### config.mk
export PLATFORM = sky130hd
export DESIGN_NAME = mul32_seq
export DESIGN_NICKNAME = d
export VERILOG_FILES = /design/src/rtl/mul32_seq_pkg.sv /design/src/rtl/mul32_acc.sv /design/src/rtl/mul32_seq.sv
export SDC_FILE = /design/constraint.sdc
export NUM_CORES = 1
export LEC_CHECK = 0
export CORE_MARGIN = 4
export CORE_UTILIZATION = 41
export CTS_BUF_LIST = sky130_fd_sc_hd__clkbuf_4
export DETAILED_ROUTE_END_ITERATION = 10
export PLACE_DENSITY_LB_ADDON = 0.2
export SKIP_CTS_REPAIR_TIMING = 1
export SYNTH_ARGS = -nofsm -noshare
export SYNTH_HDL_FRONTEND = slang
export SYNTH_SLANG_ARGS = --single-unit
### constraint.sdc
create_clock -name clk -period 5.6 [get_ports clk]
set_input_delay 1.12 -clock clk [delete_from_list [all_inputs] [get_ports clk]]
set_output_delay 1.12 -clock clk [all_outputs]
set_load 0.02 [all_outputs]
### src/rtl/mul32_seq_pkg.sv
// Shared constants and types for the sequential 32x32 multiplier.
// MUL32_SEQ_HIGH_EN selects the full 64-bit product (adds step S3 and result_hi).
package mcu_pkg;

   localparam int unsigned HW = 16;

`ifdef MUL32_SEQ_HIGH_EN
   localparam int unsigned STEPS = 4;
   localparam int unsigned ACC_W = 64;
`else
   localparam int unsigned STEPS = 3;
   localparam int unsigned ACC_W = 32;
`endif

   typedef enum logic [3:0] {
      IDLE,
      S0,
      S1,
      S2,
      S3,
      WAIT0,
      WAIT1,
      WAIT2,
      WAIT3,
      FIN
   } state_t;

   // Encoded so that {sh, 4'b0} is the shift amount (0/16/32).
   typedef enum logic [1:0] {
      SH0  = 2'd0,
      SH16 = 2'd1,
      SH32 = 2'd2
   } shift_t;

endpackage

### src/rtl/mul32_acc.sv
// Partial-product accumulator: acc <= (clr ? 0 : acc) + (p << shift) when en.
// The pre-register sum is exported so the parent can register the final result in the same edge.
module mul32_acc
   import mcu_pkg::*;
#(
   parameter int unsigned W = ACC_W
) (
   input  logic         clk,
   input  logic         reset,
   input  logic         clr,
   input  logic         en,
   input  shift_t       sh,
   input  logic [31:0]  p,
   output logic [W-1:0] sum
);

   logic [W-1:0] acc;
   logic [W-1:0] base;
   logic [W-1:0] pext;
   logic [5:0]   shamt;

   always_comb begin
      base  = clr ? '0 : acc;
      pext  = W'(p);
      shamt = {sh, 4'b0000};
      sum   = base + (pext << shamt);
   end

   always_ff @(posedge clk or posedge reset) begin
      if (reset)
         acc <= '0;
      else if (en)
         acc <= sum;
   end

endmodule

### src/rtl/mul32_seq.sv
// Unsigned 32x32 multiply sequenced over a shared external 16x16 multiplier.
// MUL32_SEQ_HIGH_EN: produce all 64 product bits (result_hi port, S3/WAIT3 steps).
module mul32_seq
   import mcu_pkg::*;
#(
   parameter int unsigned MUL_LAT = 0
) (
   input  logic          clk,
   input  logic          reset,
   input  logic          start,
   input  logic [31:0]   a,
   input  logic [31:0]   b,
   output logic          busy,
   output logic          done,
   output logic [31:0]   result_lo,
`ifdef MUL32_SEQ_HIGH_EN
   output logic [31:0]   result_hi,
`endif
   output logic [HW-1:0] mul_a,
   output logic [HW-1:0] mul_b,
   input  logic [31:0]   mul_p
);

   localparam bit REG_IP = (MUL_LAT != 0);

`ifdef MUL32_SEQ_HIGH_EN
   localparam state_t AFTER_S2 = S3;
`else
   localparam state_t AFTER_S2 = FIN;
`endif

   state_t           state;
   state_t           state_nx;
   logic [31:0]      a_q;
   logic [31:0]      b_q;
   logic [1:0]       step;
   logic             in_step;
   logic             in_wait;
   logic             cap;
   logic             clr;
   logic             last;
   logic             accept;
   shift_t           sh;
   logic [ACC_W-1:0] sum;

   always_ff @(posedge clk or posedge reset) begin
      if (reset)
         state <= IDLE;
      else
         state <= state_nx;
   end

   always_comb begin
      state_nx = state;
      unique case (state)
         IDLE:    if (start) state_nx = S0;
         S0:      state_nx = REG_IP ? WAIT0 : S1;
         WAIT0:   state_nx = S1;
         S1:      state_nx = REG_IP ? WAIT1 : S2;
         WAIT1:   state_nx = S2;
         S2:      state_nx = REG_IP ? WAIT2 : AFTER_S2;
         WAIT2:   state_nx = AFTER_S2;
`ifdef MUL32_SEQ_HIGH_EN
         S3:      state_nx = REG_IP ? WAIT3 : FIN;
         WAIT3:   state_nx = FIN;
`endif
         FIN:     state_nx = start ? S0 : IDLE;
         default: state_nx = IDLE;
      endcase
   end

   always_comb begin
      in_step = 1'b0;
      in_wait = 1'b0;
      step    = 2'd0;
      done    = 1'b0;
      unique case (state)
         S0:      begin in_step = 1'b1; step = 2'd0; end
         S1:      begin in_step = 1'b1; step = 2'd1; end
         S2:      begin in_step = 1'b1; step = 2'd2; end
         S3:      begin in_step = 1'b1; step = 2'd3; end
         WAIT0:   begin in_wait = 1'b1; step = 2'd0; end
         WAIT1:   begin in_wait = 1'b1; step = 2'd1; end
         WAIT2:   begin in_wait = 1'b1; step = 2'd2; end
         WAIT3:   begin in_wait = 1'b1; step = 2'd3; end
         FIN:     done = 1'b1;
         default: ;
      endcase
      busy   = in_step | in_wait;
      cap    = REG_IP ? in_wait : in_step;
      clr    = (step == 2'd0);
      last   = cap && (step == 2'(STEPS - 1));
      accept = start && ((state == IDLE) || (state == FIN));
      sh     = (step == 2'd0) ? SH0 : ((step == 2'd3) ? SH32 : SH16);
      // step[1] picks the high half of a, step[0] the high half of b.
      mul_a  = '0;
      mul_b  = '0;
      if (busy) begin
         mul_a = step[1] ? a_q[2*HW-1:HW] : a_q[HW-1:0];
         mul_b = step[0] ? b_q[2*HW-1:HW] : b_q[HW-1:0];
      end
   end

   mul32_acc #(.W(ACC_W)) u_acc (
      .clk   (clk),
      .reset (reset),
      .clr   (clr),
      .en    (cap),
      .sh    (sh),
      .p     (mul_p),
      .sum   (sum)
   );

   always_ff @(posedge clk or posedge reset) begin
      if (reset) begin
         a_q       <= '0;
         b_q       <= '0;
         result_lo <= '0;
`ifdef MUL32_SEQ_HIGH_EN
         result_hi <= '0;
`endif
      end else begin
         if (accept) begin
            a_q <= a;
            b_q <= b;
         end
         if (last) begin
            result_lo <= sum[31:0];
`ifdef MUL32_SEQ_HIGH_EN
            result_hi <= sum[63:32];
`endif
         end
      end
   end

endmodule

==> metrics.md <==
| Metric | Value |
|---|---|
| Io pins | `165` |
| Core area | `0.0189 mm^2` |
| RSZ-0062 raised after global routing | `false` |
| Area Growth Syn to Fin | `27.1%` |
| Final Hold Fails | `0` |
| ANT nets after route | `0` |
| Sink Count | `131` |
| Final HPWL DP | `15,700 um` |
| Clk Latency, worst-skew pair | `570 ps` |
| Worst-margin pin slew | `1120 ps` |
| Share of cells above drive strength 1 | `0.129` |
| Class of the worst hold path | `reg2reg` |
| TritonCTS clock tree | `built` |
| CP arrival | `5380 ps` |
| CTS max path bufs | `2` |
| Reg clk slew, reported paths | `140 ps` |
| RR Startpoint | `state[1]` |
| GRT overflow | `0` |
| Final min period | `4880 ps` |
| Die Wd | `147 um` |
| Mapped Cells | `853` |
| Critical Path End Type | `flop` |
| CP Data Required Time | `6100 ps` |
| Antenna violations before repair | `1` |
| Syn Area/Cell | `9.31 um^2` |
| R2r endpoint | `result_lo[29]` |
| Final period utilization | `0.872` |
| Vias in the first global route | `6,724` |
| CTS Buf Count | `17` |
| Hold path depth | `2` |
| Ys async rst share | `1.00` |
| Dominant synthesized flop cell | `dfrtp_1` |
| Cells on worst reg2reg path | `13` |
| Via count | `6,734` |
| Setup crit start kind | `flop` |
| Commonest cells after routing, fill and taps aside | `164 x clkdlybuf4s50_1, 131 x dfrtp_1, 118 x nand2_1, 65 x mux2_2, 59 x a21oi_1` |
| Final net count | `1,127` |
| Routed WL per cell | `17.0 um` |
| CP peak stage delay | `680 ps` |
| Ordered list of cells on the worst path | `nand2b_1 -> o21ai_2 -> clkinv_1 -> ha_1 -> nor2b_1 -> ha_1 -> a21o_1 -> and4_2 -> o21ai_1 -> a211oi_1 -> nor3_1 -> mux2_2 -> a21oi_1` |
| 1st-iter DRT viols | `514` |
| DRT Wirelength | `21,600 um` |
| Synth unique cells | `60` |
| Number of flops mapped to enable cells by yosys | `0` |
| Die height | `147 um` |
| Max Slew Vio Count | `0` |
| R2r setup slk | `720 ps` |
| H-tree levels | `4` |
| Clock root buffer | `clkbuf_4` |
| Commonest non-fill, non-tap cell in the layout | `clkdlybuf4s50_1` |
| CP max FO | `21` |
| Max Clk Rate | `205 MHz` |
| Rel. slew slack | `0.255` |
| Ys Warns | `0` |
| Total global-route track usage | `0.203` |
| Status | `completed` |
| Post-Route Skew | `25.2 ps` |
| Crit path kind | `reg2reg` |
| Post-route DRC | `0` |
| Final Wtd Congestion | `0.898` |
| Final setup fails | `0` |
| Drt via density | `5.31` |
| Worst Hold Launch | `u_acc.acc[25]` |
| Full die area | `0.0217 mm^2` |
| Initial DRT Pass Iterations | `5` |
| Setup TNS | `0 ps` |
| PortBufs | `164` |
| Max Cap Viol | `0` |
| Syn Std Cell Area | `0.00794 mm^2` |
| Post-synthesis sequential area ratio | `0.413` |
| Largest net degree at the start of global routing | `100` |
| First-pass GRT wire length | `35,600 um` |
| Row count | `50` |
| Mapped Nets | `987` |
| WHS Endpoint | `u_acc.acc[25]` |
| Flops & latches, synth | `131` |
| CP max stage cell | `o21ai_2` |
| Worst path most repeated cell | `ha_1` |
| Initial Util | `0.420` |
==> registers in the layout, summed over array words and instances, names as in the netlist <==
signal	flops
state	3
u_acc.acc	32
result_lo	32
b_q	32
a_q	32
==> metrics by stage <==
| stage | util | area [um^2] | setup WS [ps] | hold slack, ps | cells |
|---|---|---|---|---|---|
| 2_1_floorplan | - | 7940 | 895 | 438 | 853 |
| 3_3_place_gp | 0.518 | 9790 | 809 | 449 | 1234 |
| 3_5_place_dp | 0.518 | 9790 | 738 | 457 | 1234 |
| 4_1_cts | 0.534 | 10100 | 693 | 489 | 1266 |
| 5_1_grt | 0.534 | 10100 | 211 | 519 | 1268 |
| 6_report | 0.534 | 10100 | 717 | 485 | 1268 |
==> how the worst max path moves through the flow <==
stage,start,end,slack (ps),cells after the start
2_1_floorplan,state[3],result_lo[30],890,19
3_3_place_gp,state[1],result_lo[29],810,13
3_5_place_dp,state[3],result_lo[29],740,13
4_1_cts,state[3],result_lo[29],690,13
5_1_grt,state[3],result_lo[29],210,13
6_report,state[1],result_lo[29],720,13
==> worst max-delay path: cells and delay by family, from the launching register on <==
kind / cells / cell delay, ps
adders and majority gates: 2 / 810
and+or+nand+nor: 4 / 1290
buffers and inverters: 1 / 210
AOI/OAI and AO/OA: 5 / 1600
DFF: 1 / 470
muxes: 1 / 420
==> cell usage after synthesis, drive strengths merged (5+ instances only) <==
cell | count | area share
inv | 10 | 0.0047
ha | 34 | 0.054
a31oi | 7 | 0.0063
a21o | 20 | 0.019
mux2 | 65 | 0.092
mux2i | 33 | 0.042
nand4 | 18 | 0.014
o31ai | 6 | 0.0057
buf | 22 | 0.013
o211ai | 5 | 0.0047
nand3 | 18 | 0.012
and2 | 20 | 0.016
nor2 | 57 | 0.027
xor2 | 17 | 0.019
nor3 | 13 | 0.0082
o21ai | 61 | 0.039
nor2b | 35 | 0.028
nand2b | 7 | 0.0055
clkbuf | 33 | 0.016
dfrtp | 131 | 0.41
a21oi | 60 | 0.038
xnor2 | 9 | 0.0099
nand2 | 119 | 0.056
==> cells by family (layout without fill, tap and decap cells) <==
family          after synthesis  in the layout  synth area share
flops                       131            131             0.413
compound gates              191            191             0.151
buf+inv                      66            219            0.0337
other cells                   0              2                 0
mux                          98             98             0.134
simple gates                306            306             0.184
xor+xnor                     26             26            0.0287
fa+ha+maj                    35             35            0.0561
==> area by class of cell <==
type                       count  area, um^2
timing repair buffer         176        1730
antenna                        2        5.00
sequential                   131        3280
clock buffer                  17         128
clock inverter                15         163
inverter                      11        46.3
tap                          260         325
fill                        1755        8810
multi-input combinational    656        4410
==> per-layer routing <==
layer | global-route usage | part of all wire
met5 | 0 | 0
met3 | 0.0598 | 0.070
met1 | 0.273 | 0.45
met4 | 0.0568 | 0.016
met2 | 0.320 | 0.46
Power is left out: the tool's default activity adds up to more than one toggle a clock period on the data nets, which glitch-free logic cannot reach.
